--- config.mk ---
export PLATFORM = sky130hd
export DESIGN_NAME = line_position_calc_flat
export DESIGN_NICKNAME = d
export VERILOG_FILES = /design/src/rtl/line_position_calc_if.sv /design/src/rtl/line_position_calc.sv /design/src/flat_wrapper.sv
export SDC_FILE = /design/constraint.sdc
export NUM_CORES = 1
export LEC_CHECK = 0
export CORE_ASPECT_RATIO = 0.7
export CORE_MARGIN = 2
export CORE_UTILIZATION = 42
export DETAILED_ROUTE_END_ITERATION = 12
export SYNTH_ARGS = -nofsm -noshare
export SYNTH_HDL_FRONTEND = slang
export SYNTH_SLANG_ARGS = --single-unit
--- constraint.sdc ---
create_clock -name clk -period 2.9 [get_ports clk]
set_input_delay 0.58 -clock clk [delete_from_list [all_inputs] [get_ports clk]]
set_output_delay 0.58 -clock clk [all_outputs]
set_load 0.02 [all_outputs]
--- src/rtl/line_position_calc_if.sv ---
// Sample stream in from the ADC reader and frame results out to the steering stage.
interface line_position_calc_if;
  logic [11:0] sample_data;
  logic [1:0]  sample_ch;
  logic        sample_valid;
  logic [3:0]  sensor_bits;
  logic [7:0]  pos_error;
  logic        pos_valid;
  logic        line_lost;
  logic        junction;
  logic        seq_err;

  modport master (
    output sample_data, sample_ch, sample_valid,
    input  sensor_bits, pos_error, pos_valid, line_lost, junction, seq_err
  );

  modport slave (
    input  sample_data, sample_ch, sample_valid,
    output sensor_bits, pos_error, pos_valid, line_lost, junction, seq_err
  );
endinterface

--- src/rtl/line_position_calc.sv ---
// Assembles tagged ADC samples into 4-channel frames, thresholds with hysteresis,
// and produces a signed line-position error plus line-lost / junction flags.
module line_position_calc #(
  parameter int THRESH_HI   = 2048,
  parameter int THRESH_LO   = 1792,
  parameter int LOST_FRAMES = 8
) (
  input logic           clk,
  input logic           rst,
  line_position_calc_if.slave bus
);
  localparam int STAGES = 1;

  typedef enum logic [1:0] {COLLECT0, COLLECT1, COLLECT2, COLLECT3} state_t;

  state_t             state_q;
  logic [2:0]         frame_q;
  logic [3:0]         sensor_bits_q;
  logic [STAGES:0]    vld_pipe;
  logic signed [7:0]  pos_error_q;
  logic signed [7:0]  last_err_q;
  logic [7:0]         lost_cnt_q;
  logic               line_lost_q;
  logic               junction_q;
  logic               seq_err_q;

  logic               hit;
  logic               hyst_bit;
  logic               frame_done;
  logic signed [7:0]  tbl_err;
  logic signed [7:0]  err_d;
  logic [7:0]         lost_d;
  logic               none_on;

  // Hysteresis reference is the channel's bit from the last completed frame.
  always_comb begin
    hyst_bit = sensor_bits_q[bus.sample_ch];
    if (bus.sample_data >= 12'(THRESH_HI))     hyst_bit = 1'b1;
    else if (bus.sample_data < 12'(THRESH_LO)) hyst_bit = 1'b0;
  end

  assign hit        = bus.sample_valid && (bus.sample_ch == state_q);
  assign frame_done = hit && (state_q == COLLECT3);

  // trunc(16*S/n) with weights -3,-1,+1,+3 on ch0..ch3
  always_comb begin
    tbl_err = 8'sd0;
    case (sensor_bits_q)
      4'b0001: tbl_err = -8'sd48;
      4'b0010: tbl_err = -8'sd16;
      4'b0011: tbl_err = -8'sd32;
      4'b0100: tbl_err =  8'sd16;
      4'b0101: tbl_err = -8'sd16;
      4'b0111: tbl_err = -8'sd16;
      4'b1000: tbl_err =  8'sd48;
      4'b1010: tbl_err =  8'sd16;
      4'b1011: tbl_err = -8'sd5;
      4'b1100: tbl_err =  8'sd32;
      4'b1101: tbl_err =  8'sd5;
      4'b1110: tbl_err =  8'sd16;
      default: tbl_err = 8'sd0;
    endcase
  end

  assign none_on = (sensor_bits_q == 4'b0000);

  always_comb begin
    err_d  = tbl_err;
    lost_d = 8'd0;
    if (none_on) begin
      if (last_err_q < 0)      err_d = -8'sd127;
      else if (last_err_q > 0) err_d =  8'sd127;
      else                     err_d =  8'sd0;
      lost_d = (lost_cnt_q == 8'(LOST_FRAMES)) ? lost_cnt_q : lost_cnt_q + 8'd1;
    end
  end

  always_ff @(posedge clk) begin
    if (!rst) begin
      state_q       <= COLLECT0;
      frame_q       <= '0;
      sensor_bits_q <= '0;
      vld_pipe      <= '0;
      pos_error_q   <= '0;
      last_err_q    <= '0;
      lost_cnt_q    <= '0;
      line_lost_q   <= 1'b0;
      junction_q    <= 1'b0;
      seq_err_q     <= 1'b0;
    end else begin
      vld_pipe <= {vld_pipe[STAGES-1:0], frame_done};
      if (bus.sample_valid) begin
        if (hit) begin
          case (state_q)
            COLLECT0: begin frame_q[0] <= hyst_bit; state_q <= COLLECT1; end
            COLLECT1: begin frame_q[1] <= hyst_bit; state_q <= COLLECT2; end
            COLLECT2: begin frame_q[2] <= hyst_bit; state_q <= COLLECT3; end
            default: begin
              sensor_bits_q <= {hyst_bit, frame_q};
              state_q       <= COLLECT0;
            end
          endcase
        end else begin
          // Out-of-order: drop the partial frame; a ch0 restarts a frame.
          seq_err_q <= 1'b1;
          if (bus.sample_ch == 2'd0) begin
            frame_q[0] <= hyst_bit;
            state_q    <= COLLECT1;
          end else begin
            state_q    <= COLLECT0;
          end
        end
      end
      if (vld_pipe[0]) begin
        pos_error_q <= err_d;
        junction_q  <= &sensor_bits_q;
        lost_cnt_q  <= lost_d;
        line_lost_q <= (lost_d == 8'(LOST_FRAMES));
        if (!none_on) last_err_q <= tbl_err;
      end
    end
  end

  assign bus.sensor_bits = sensor_bits_q;
  assign bus.pos_error   = pos_error_q;
  assign bus.pos_valid   = vld_pipe[STAGES];
  assign bus.line_lost   = line_lost_q;
  assign bus.junction    = junction_q;
  assign bus.seq_err     = seq_err_q;
endmodule

--- src/flat_wrapper.sv ---
// flat-port wrapper written by rule: the top's interface ports become plain ports
module line_position_calc_flat 
#(
  parameter int THRESH_HI   = 2048,
  parameter int THRESH_LO   = 1792,
  parameter int LOST_FRAMES = 8
)
  (clk, rst, bus_sample_data, bus_sample_ch, bus_sample_valid, bus_sensor_bits, bus_pos_error, bus_pos_valid, bus_line_lost, bus_junction, bus_seq_err);
  line_position_calc_if bus_i ();
  input logic clk;
  input logic rst;
  input wire logic [$bits(bus_i.sample_data)-1:0] bus_sample_data;
  input wire logic [$bits(bus_i.sample_ch)-1:0] bus_sample_ch;
  input wire logic [$bits(bus_i.sample_valid)-1:0] bus_sample_valid;
  output wire logic [$bits(bus_i.sensor_bits)-1:0] bus_sensor_bits;
  output wire logic [$bits(bus_i.pos_error)-1:0] bus_pos_error;
  output wire logic [$bits(bus_i.pos_valid)-1:0] bus_pos_valid;
  output wire logic [$bits(bus_i.line_lost)-1:0] bus_line_lost;
  output wire logic [$bits(bus_i.junction)-1:0] bus_junction;
  output wire logic [$bits(bus_i.seq_err)-1:0] bus_seq_err;
  assign bus_i.sample_data = bus_sample_data;
  assign bus_i.sample_ch = bus_sample_ch;
  assign bus_i.sample_valid = bus_sample_valid;
  assign bus_sensor_bits = bus_i.sensor_bits;
  assign bus_pos_error = bus_i.pos_error;
  assign bus_pos_valid = bus_i.pos_valid;
  assign bus_line_lost = bus_i.line_lost;
  assign bus_junction = bus_i.junction;
  assign bus_seq_err = bus_i.seq_err;
  line_position_calc #(.THRESH_HI(THRESH_HI), .THRESH_LO(THRESH_LO), .LOST_FRAMES(LOST_FRAMES)) u_core (.clk(clk), .rst(rst), .bus(bus_i));
endmodule
---- Word level (Yosys, flattened, before mapping) ----
Memories as Yosys holds them, arrays and structs flattened. A register that Yosys moved wholly into a read port is not among the register bits.
Index checks and enable logic that the tools add are counted.
storage, ports and cells
  memories kept ........................... 1
  word-level logic and storage cells ...... 60
  register bits ........................... 38
  output and inout bits ................... 16
  ROM bits ................................ 128
cells by class
  muxes and demuxes ....................... 17
  equality and inequality tests ........... 7
  add/subtract/negate cells ............... 1
  order comparisons ....................... 5
  reduce and logical (&&, ||, !) cells .... 14
  bitwise gates (word level) .............. 3
memories
  name             words  bits a word  read ports  clocked after memory_dff  write ports  RTL line                  RTL
  (no name shown)  16     8            1           1                         0            line_position_calc.sv:48  case (sensor_bits_q)
operator list
  cell                                                                             number
  8-bit two-way mux                                                                4
  8-bit by 4-bit equality test with 1-bit output, second input constant            2
  12-bit >= comparator, second input constant                                      1
  12-bit by 11-bit < comparator with 1-bit output, second input constant           1
  3-bit AND reduction                                                              4
  8-bit by 1-bit adder with 8-bit output, second input constant                    1
  8-bit by 1-bit greater-than comparator with 1-bit output, second input constant  1
  8-bit by 1-bit < comparator with 1-bit output, second input constant             1
  4-bit two-way mux                                                                2
  1-bit two-way mux                                                                7
  7-bit two-way mux                                                                1
  2-bit case mux with 3 select lines                                               1
  2-bit equality test, second input constant                                       2
  2-bit zero test                                                                  2
  4-bit zero test                                                                  1
  2-bit AND reduction                                                              2
  4-bit AND reduction                                                              1
  2-bit by 3-bit < comparator with 1-bit output, second input constant             1
  1-bit NOT                                                                        3
  3-bit OR reduction                                                               1
  1-bit binary-select mux with 2-bit select                                        1
  2-bit by 1-bit equality test with 1-bit output, second input constant            1
  2-bit equality test                                                              1
  1-bit logical AND                                                                2
  3 further kinds                                                                  3

---- Depth between registers and ports, before layout ----
Gate-level depths: netlist of the first run.
  depth in word-level cells ............... 6
  gate-level depth with buffers ........... 10
  depth with buffers taken out ............ 10

---- Worst setup path before layout of the first run ----
OpenSTA, ideal clock, no wires.
  path type ............................... input-to-reg
  start point ............................. input bus_sample_ch[1]
  end point ............................... register, netlist name u_core.tbl_err[4]
  path slack .............................. 244 ps
  arrival ................................. 2,535 ps
  cell stages on the path ................. 9
  data required time ...................... 2,779 ps
  setup time .............................. 121 ps
  cells stage by stage .................... buf_6 xor2_2 or4b_1 a21oi_1 inv_1 ha_1 inv_1 mux2i_1 mux2_4
on the way
  cells in the longest elaborated chain, start to end .. 6
  elaborated cells between the ends (all ways) .. 9
RTL lines
  item                                                 RTL line                  RTL
  start: declaration                                   flat_wrapper.sv:13        input wire logic [$bits(bus_i.sample_ch)-1:0] bus_sample_ch;
  1-bit binary-select mux with 2-bit select            line_position_calc.sv:37  hyst_bit = sensor_bits_q[bus.sample_ch];
  1-bit two-way mux (not written as such)              line_position_calc.sv:37
  1-bit two-way mux                                    line_position_calc.sv:39  else if (bus.sample_data < 12'(THRESH_LO)) hyst_bit = 1'b0;
  1-bit two-way mux                                    line_position_calc.sv:38  if (bus.sample_data >= 12'(THRESH_HI)) hyst_bit = 1'b1;
  4-bit two-way mux (no source line) (*) (2 in a row)  -
Mark *: on every way between the ends. The rest lies on a longest branch, timed or not. The select of a mux whose other input is x is not followed.
A chain may end at the register's enable or synchronous reset.

---- Worst setup path after layout of the first run ----
  start point ............................. input bus_sample_ch[1]
  end point ............................... register, netlist name u_core.tbl_err[4]
on the way
  cells in the longest elaborated chain, start to end .. 6
  elaborated cells between the ends (all ways) .. 9
RTL lines
  item                                                 RTL line
  1-bit binary-select mux with 2-bit select            line_position_calc.sv:37
  1-bit two-way mux (not written as such)              line_position_calc.sv:37
  1-bit two-way mux                                    line_position_calc.sv:39
  1-bit two-way mux                                    line_position_calc.sv:38
  4-bit two-way mux (no source line) (*) (2 in a row)  -
Marks and branches as above.

==> metrics.txt, run 1 <==
vias in the first global route 1,695; DP Cell Count 347; Final Cell Area 2690 um^2; post-DP HPWL 3360 um; Rows 21; pre-CTS WS -0.0429 ns; global route overflow 0; met1 WL 2470 um; static leakage 1.02 nW; total design power 1.10 mW; die height 63.8 um; Worst EP required 3.08 ns; CTS tree built; DIE AREA 5700 um^2; crit-path max FO 2; Clock Latency Late Sink 0.30 ns; GRT Util Overall 18.0%; I/O Pins 33; fmax 0.381 GHz; DR top layer met4; H-Tree Depth 2; Post-route DRC 0; Worst path slowest cell or4b_1; Seq/Total Area, Yosys 38.3%; Vias/cell 5.12; synthesized flop and latch total 41; synthesized area per cell 8.75 um^2; TritonCTS buffer count 5; routed wl met3 111 um; final max-slew violation count 0; RSZ-0062 raised after global routing false; Final setup violation count 0; Synth Instances 245; Die X 89.4 um; Main synth FF type dfxtp_1; type of origin of the critical path input port; Starting DRT DRC Count 88; # clock sinks 41; GPL Wtd Cong 0.821; post-detailed-route count of antenna-violating nets 0; routed wire length 4560 um; status finished, final reports clean; count of cell types in the netlist 46; HP Class reg -> reg; hold buffers post-CTS 0; crit share post-route 90.5%; IO Port Bufs 24; max cap viols 0; met2 WL 1930 um; synth warn 0; max incr delay on CP 0.56 ns; Async S/R FF share, synth 0%; share of layout cells above drive strength 1 14.0%; Max clock buf depth 2; antenna violations before repair 0; Area after DPL 2570 um^2; initial core utilization 44.3%; Setup Skew 0.00913 ns; DR vias 1,818; Area Growth Syn to Fin 25.5%; final worst slack 0.274 ns; critical path arrival 2.81 ns; most common cell after layout, fill and taps aside dfxtp_1; most frequent cells in the layout dfxtp_1 (41), nand2_1 (32), clkdlybuf4s50_1 (24); Final Non-Filler Cells 355; post-CTS sizing 0; Worst Setup End Kind flip-flop; crit path time final 2.63 ns; syn_nets 276; Critical Path Most Common Cell inv_1; Slew @ Worst Pin 0.472 ns; critical path type in -> reg; Final Hold Viols 0; largest net degree at the start of global routing 20; wire length per cell 12.9 um; postcts setup bufs 0; diode count 0; nets@finish 316; Slew HR 68.5%; Max IR drop VDD 270 uV; mapped cell area 2140 um^2; Pwr Density 411 nW/um^2; Clock transition at path regs 0.08 ns; drt pass-1 iters 4; Fin Hold WS 0.450 ns; first-pass GRT wire length 8000 um; Core Footprint 4830 um^2; CP cell instances clkdlybuf4s50_1 > xor2_2 > or4b_1 > a21oi_1 > inv_1 > ha_1 > inv_1 > mux2i_1 > mux2_4; Root Buffer clkbuf_8; Post-synth EDFFs 0
[routing by layer]
metal  up-vias  GRT usage, %
li1        941             -
met1       850          26.7
met2        20          25.9
met3         7          4.13
met4         0          5.04
met5         -             0
[worst max-delay path: cells and delay by family]
family	cells	cell delay (ns)
buffers and inverters	3	0.62
and+or+nand+nor	1	0.56
muxes	2	0.32
adders and majority gates	1	0.30
AOI/OAI and AO/OA	1	0.25
xor gates and xnor gates	1	0.17
[cells in the mapped netlist, drive strengths merged (3+ instances only)]
library cell	instances	share of area, %
a21oi	22	5.1
a31oi	6	1.8
buf	4	1.2
clkbuf	7	1.3
dfxtp	41	38
ha	14	8.2
inv	13	2.4
mux2	4	2.8
mux2i	12	6.2
nand2	33	6.1
nand3	9	2.1
nand4	4	1.2
nor2	22	3.9
nor2b	3	0.88
nor3	3	1.2
o21ai	13	3.0
or3	4	1.2
or3b	3	1.2
xnor2	3	1.2
xor2	4	2.3
[sequential cells by signal, indices dropped and copies added, names as in the netlist, 2 cells and up]
register / flops
u_core.lost_cnt_q: 8
u_core.vld_pipe: 2
u_core.frame_q: 3
u_core.tbl_err: 6
u_core.state_q: 2
u_core.bus.sensor_bits: 4
u_core.bus.pos_error: 7
u_core.last_err_q: 6
[power breakdown]
| group | leakage (nW) | internal [mW] | switching [mW] | total, mW |
|---|---|---|---|---|
| Clock | 0.0585 | 0.281 | 0.197 | 0.478 |
| Combinational | 0.626 | 0.0289 | 0.0293 | 0.0581 |
| Sequential | 0.331 | 0.565 | 0.00310 | 0.568 |
[stage by stage]
stage | utilization, % | setup TNS (ns)
6_report | 55.6 | 0
5_1_grt | 55.6 | 0
4_1_cts | 55.6 | 0
3_5_place_dp | 53.2 | -0.0687
3_3_place_gp | 53.2 | -0.0537
2_1_floorplan | - | 0
[cell type report]
type	count	area, um^2
Fill cell	467	2150
Multi-Input combinational cell	180	1220
Sequential cell	41	821
Timing Repair Buffer	44	390
Clock buffer	7	86.3
Tap cell	69	86.3
Inverter	13	51.3
Clock inverter	1	30.0
[kinds of logic (layout without fill, tap and decap cells)]
group	count (synthesis)	in the layout	synth area share (%)
xor+xnor	7	7	3.56
mux	17	17	10.0
fa+ha+maj	14	14	8.17
buf+inv	24	65	4.90
simple gates	91	91	21.2
compound gates	51	51	13.8
flops	41	41	38.3
[path summary, 6_finish.rpt]
check / to / from / slack (ns) / depth (start not counted)
max: u_core.tbl_err[4] / bus_sample_ch[1] / 0.27 / 9
min reg2reg: u_core.bus.seq_err / u_core.bus.seq_err / 0.45 / 2
max reg2reg: u_core.tbl_err[4] / u_core.state_q[1] / 0.41 / 9
min: u_core.bus.seq_err / u_core.bus.seq_err / 0.45 / 2
(Power assumes the default switching activity.)
==> run 2, diff against run 1 <==
Settings changed: ABC_AREA set to 1.
==> metrics.txt, run 2 <==
largest net degree at the start of global routing 17 (-15%); sequential share of power 51.6% (+0.2 points); Synth area leaders dfxtp_1 (38%), nand2_1 (13%), ha_1 (8.2%); wire length per cell 11.1 um (-13%); CTS tree built; Slew HR 74.3% (+5.8 points); diode count 0 (unchanged); most instantiated cells after synthesis nand2_1 (76), dfxtp_1 (41), inv_1 (37); Area after DPL 2470 um^2 (-4.1%); Seq/Total Area, Yosys 38.3% (+0.045 points); Post-synth EDFFs 0 (unchanged); # clock sinks 41 (unchanged); Comb power frac 5.8% (+0.5 points); initial core utilization 44.3% (-0.052 points); RSZ-0062 raised after global routing false; final setup TNS 0 ns (unchanged); Final setup violation count 0 (unchanged); synthesized flop and latch total 41 (unchanged); I/O Pins 33 (unchanged); utilization after layout 53.4% (-2.2 points); count of cell types in the netlist 32 (-30%); final worst slack 0.580 ns (+0.306 ns); CP cell instances clkdlybuf4s50_1 > inv_2 > nand2_2 > nand2_4 > inv_2 > nand4_4 > nand2_1 > inv_1 > nor2_4 > inv_1 > ha_1 > nand2_2 > nand2_1 > nand2_1 > nand2_1; routed wire length 4360 um (-4.4%); pre-CTS WS 0.281 ns (+0.324 ns); Switch Pwr 0.252 mW (+9.6%); crit path buf inv count 5 (+2); Max IR drop VDD 176 uV (-35%); mapped cell area 2140 um^2 (-0.12%); vias in the first global route 1,646 (-2.9%); Max clock buf depth 2 (unchanged); Clock Latency Late Sink 0.30 ns (about the same); register with the most flip-flops u_core.lost_cnt_q; DIE AREA 5690 um^2 (-0.11%); critical path arrival 2.51 ns (-0.30 ns); status finished, final reports clean; static leakage 1.15 nW (+14%); die height 63.7 um (about the same); syn_nets 324 (+17%); TritonCTS buffer count 5 (unchanged); Clock transition at path regs 0.09 ns (about the same); Starting DRT DRC Count 113 (+28%); Die X 89.3 um (about the same); post-DP HPWL 3290 um (-2.1%); CP top delay family buffers and inverters; Slew @ Worst Pin 0.385 ns (-0.0876 ns); synthesized area per cell 7.31 um^2 (-16%); post-CTS sizing 0 (unchanged); Core Footprint 4830 um^2 (unchanged); GRT Util Overall 17.4% (-0.58 points); GPL Wtd Cong 0.817 (-0.56%); area share of the largest cell type after synthesis 38.3% (+0.045 points); IO Port Bufs 24 (unchanged); Vias/cell 4.61 (-9.9%); final max-slew violation count 0 (unchanged); Worst Setup End Kind flip-flop; post-detailed-route count of antenna-violating nets 0 (unchanged); sw frac 22.9% (+2.1 points); synth warn 0 (unchanged); Worst EP required 3.09 ns (about the same); most frequent cell after synthesis nand2_1; crit path time final 2.32 ns (-0.306 ns); H-Tree Depth 2 (unchanged); Main synth FF type dfxtp_1; max FFs per register 8 (unchanged); crit share post-route 80.0% (-11 points); Area Growth Syn to Fin 20.6%; antenna violations before repair 0 (unchanged); global route overflow 0 (unchanged); max cap viols 0 (unchanged); clock share of power 42.6% (-0.7 points); DR vias 1,809 (-0.50%); nets@finish 353 (+12%); most frequent cells in the layout nand2_1 (76), dfxtp_1 (41), inv_1 (37); critical path type in -> reg; crit-path max FO 6 (+4); area leader, netlist dfxtp_1; type of origin of the critical path input port; fmax 0.431 GHz (+13%); hold buffers post-CTS 0 (unchanged); Final Cell Area 2580 um^2 (-4.0%); max incr delay on CP 0.57 ns (about the same); Worst path slowest cell clkdlybuf4s50_1; most common cell after layout, fill and taps aside nand2_1; HP Class reg -> reg; first-pass GRT wire length 7630 um (-4.7%); Synth Instances 293 (+20%); Root Buffer clkbuf_8; postcts setup bufs 0 (unchanged); drt pass-1 iters 4 (unchanged); Rows 21 (unchanged); Async S/R FF share, synth 0% (unchanged); Int Power 0.850 mW (-2.8%); Pwr Density 427 nW/um^2 (+3.9%); Setup Skew 0.0130 ns (+0.00384 ns); share of layout cells above drive strength 1 12.4% (-1.6 points); Critical Path Most Common Cell nand2_1; Post-route DRC 0 (unchanged); Final Hold Viols 0 (unchanged)
-- run 2: changes by cell type after synthesis, moves of 5 or more --
cell     previous run  this run
nand2_1            32        76
inv_1              12        37
mux2i_1            11         0
nand3_1             9        18
nand2_2             0         8
a21oi_1            22        15
inv_2               0         7
a31oi_1             6         1
-- run 2: per-layer routing --
layer / global-route usage (%) / vias up / wire length, um
met4: 6.16 / 0 / 65
li1: - / 979 / -
met3: 4.52 / 7 / 164
met2: 24.1 / 26 / 1710
met5: 0 / - / 0
met1: 25.8 / 797 / 2420
-- run 2: final cells by class --
| type | instances | area, um^2 |
|---|---|---|
| fillers | 490 | 2250 |
| multi-input cells | 201 | 1120 |
| flip-flops and latches | 41 | 821 |
| repair buffers | 28 | 270 |
| inverters | 45 | 169 |
| well taps | 69 | 86.3 |
| clock buffers | 5 | 68.8 |
| clock inverters | 3 | 46.3 |
-- run 2: worst reg2reg max path: cells and delay by family (launching register included) --
kind	cells	cell delay [ns]
adders and majority gates	2	0.66
buffers and inverters	2	0.18
DFF	1	0.50
and+or+nand+nor	7	0.66
-- run 2: through the flow --
step	hold slack, ns	std cells	total power, mW
3_5_place_dp	0.448	384	0.646
3_3_place_gp	0.441	384	0.646
6_report	0.458	392	1.10
5_1_grt	0.494	392	1.14
2_1_floorplan	0.441	293	0.621
4_1_cts	0.464	392	1.11
-- run 2: path summary, 6_finish.rpt --
path	endpoint	startpoint	cells past startpoint	slack [ns]
setup / recovery	u_core.tbl_err[4]	bus_sample_ch[0]	15	0.58
hold / removal	u_core.bus.line_lost	u_core.bus.line_lost	2	0.46
setup reg to reg	u_core.tbl_err[4]	u_core.state_q[1]	11	0.80
hold reg to reg	u_core.bus.line_lost	u_core.bus.line_lost	2	0.46
-- run 2: kinds of logic after synthesis --
kind of cell               count (synthesis)  synth area share, %
AOI/OAI and AO/OA                         33                 8.59
xor gates and xnor gates                   4                 1.64
adders and majority gates                 14                 8.18
buffers and inverters                     51                 9.35
DFF                                       41                 38.3
and+or+nand+nor                          150                 33.9
-- run 2: power groups by stage --
stage / registers, mW / clock network (mW) / logic (mW)
finish: 0.569 / 0.469 / 0.0638
global route: 0.570 / 0.502 / 0.0712
CTS: 0.569 / 0.479 / 0.0643
detailed placement: 0.582 / 0 / 0.0640
global placement: 0.582 / 0 / 0.0638
floorplan: 0.583 / 0 / 0.0379
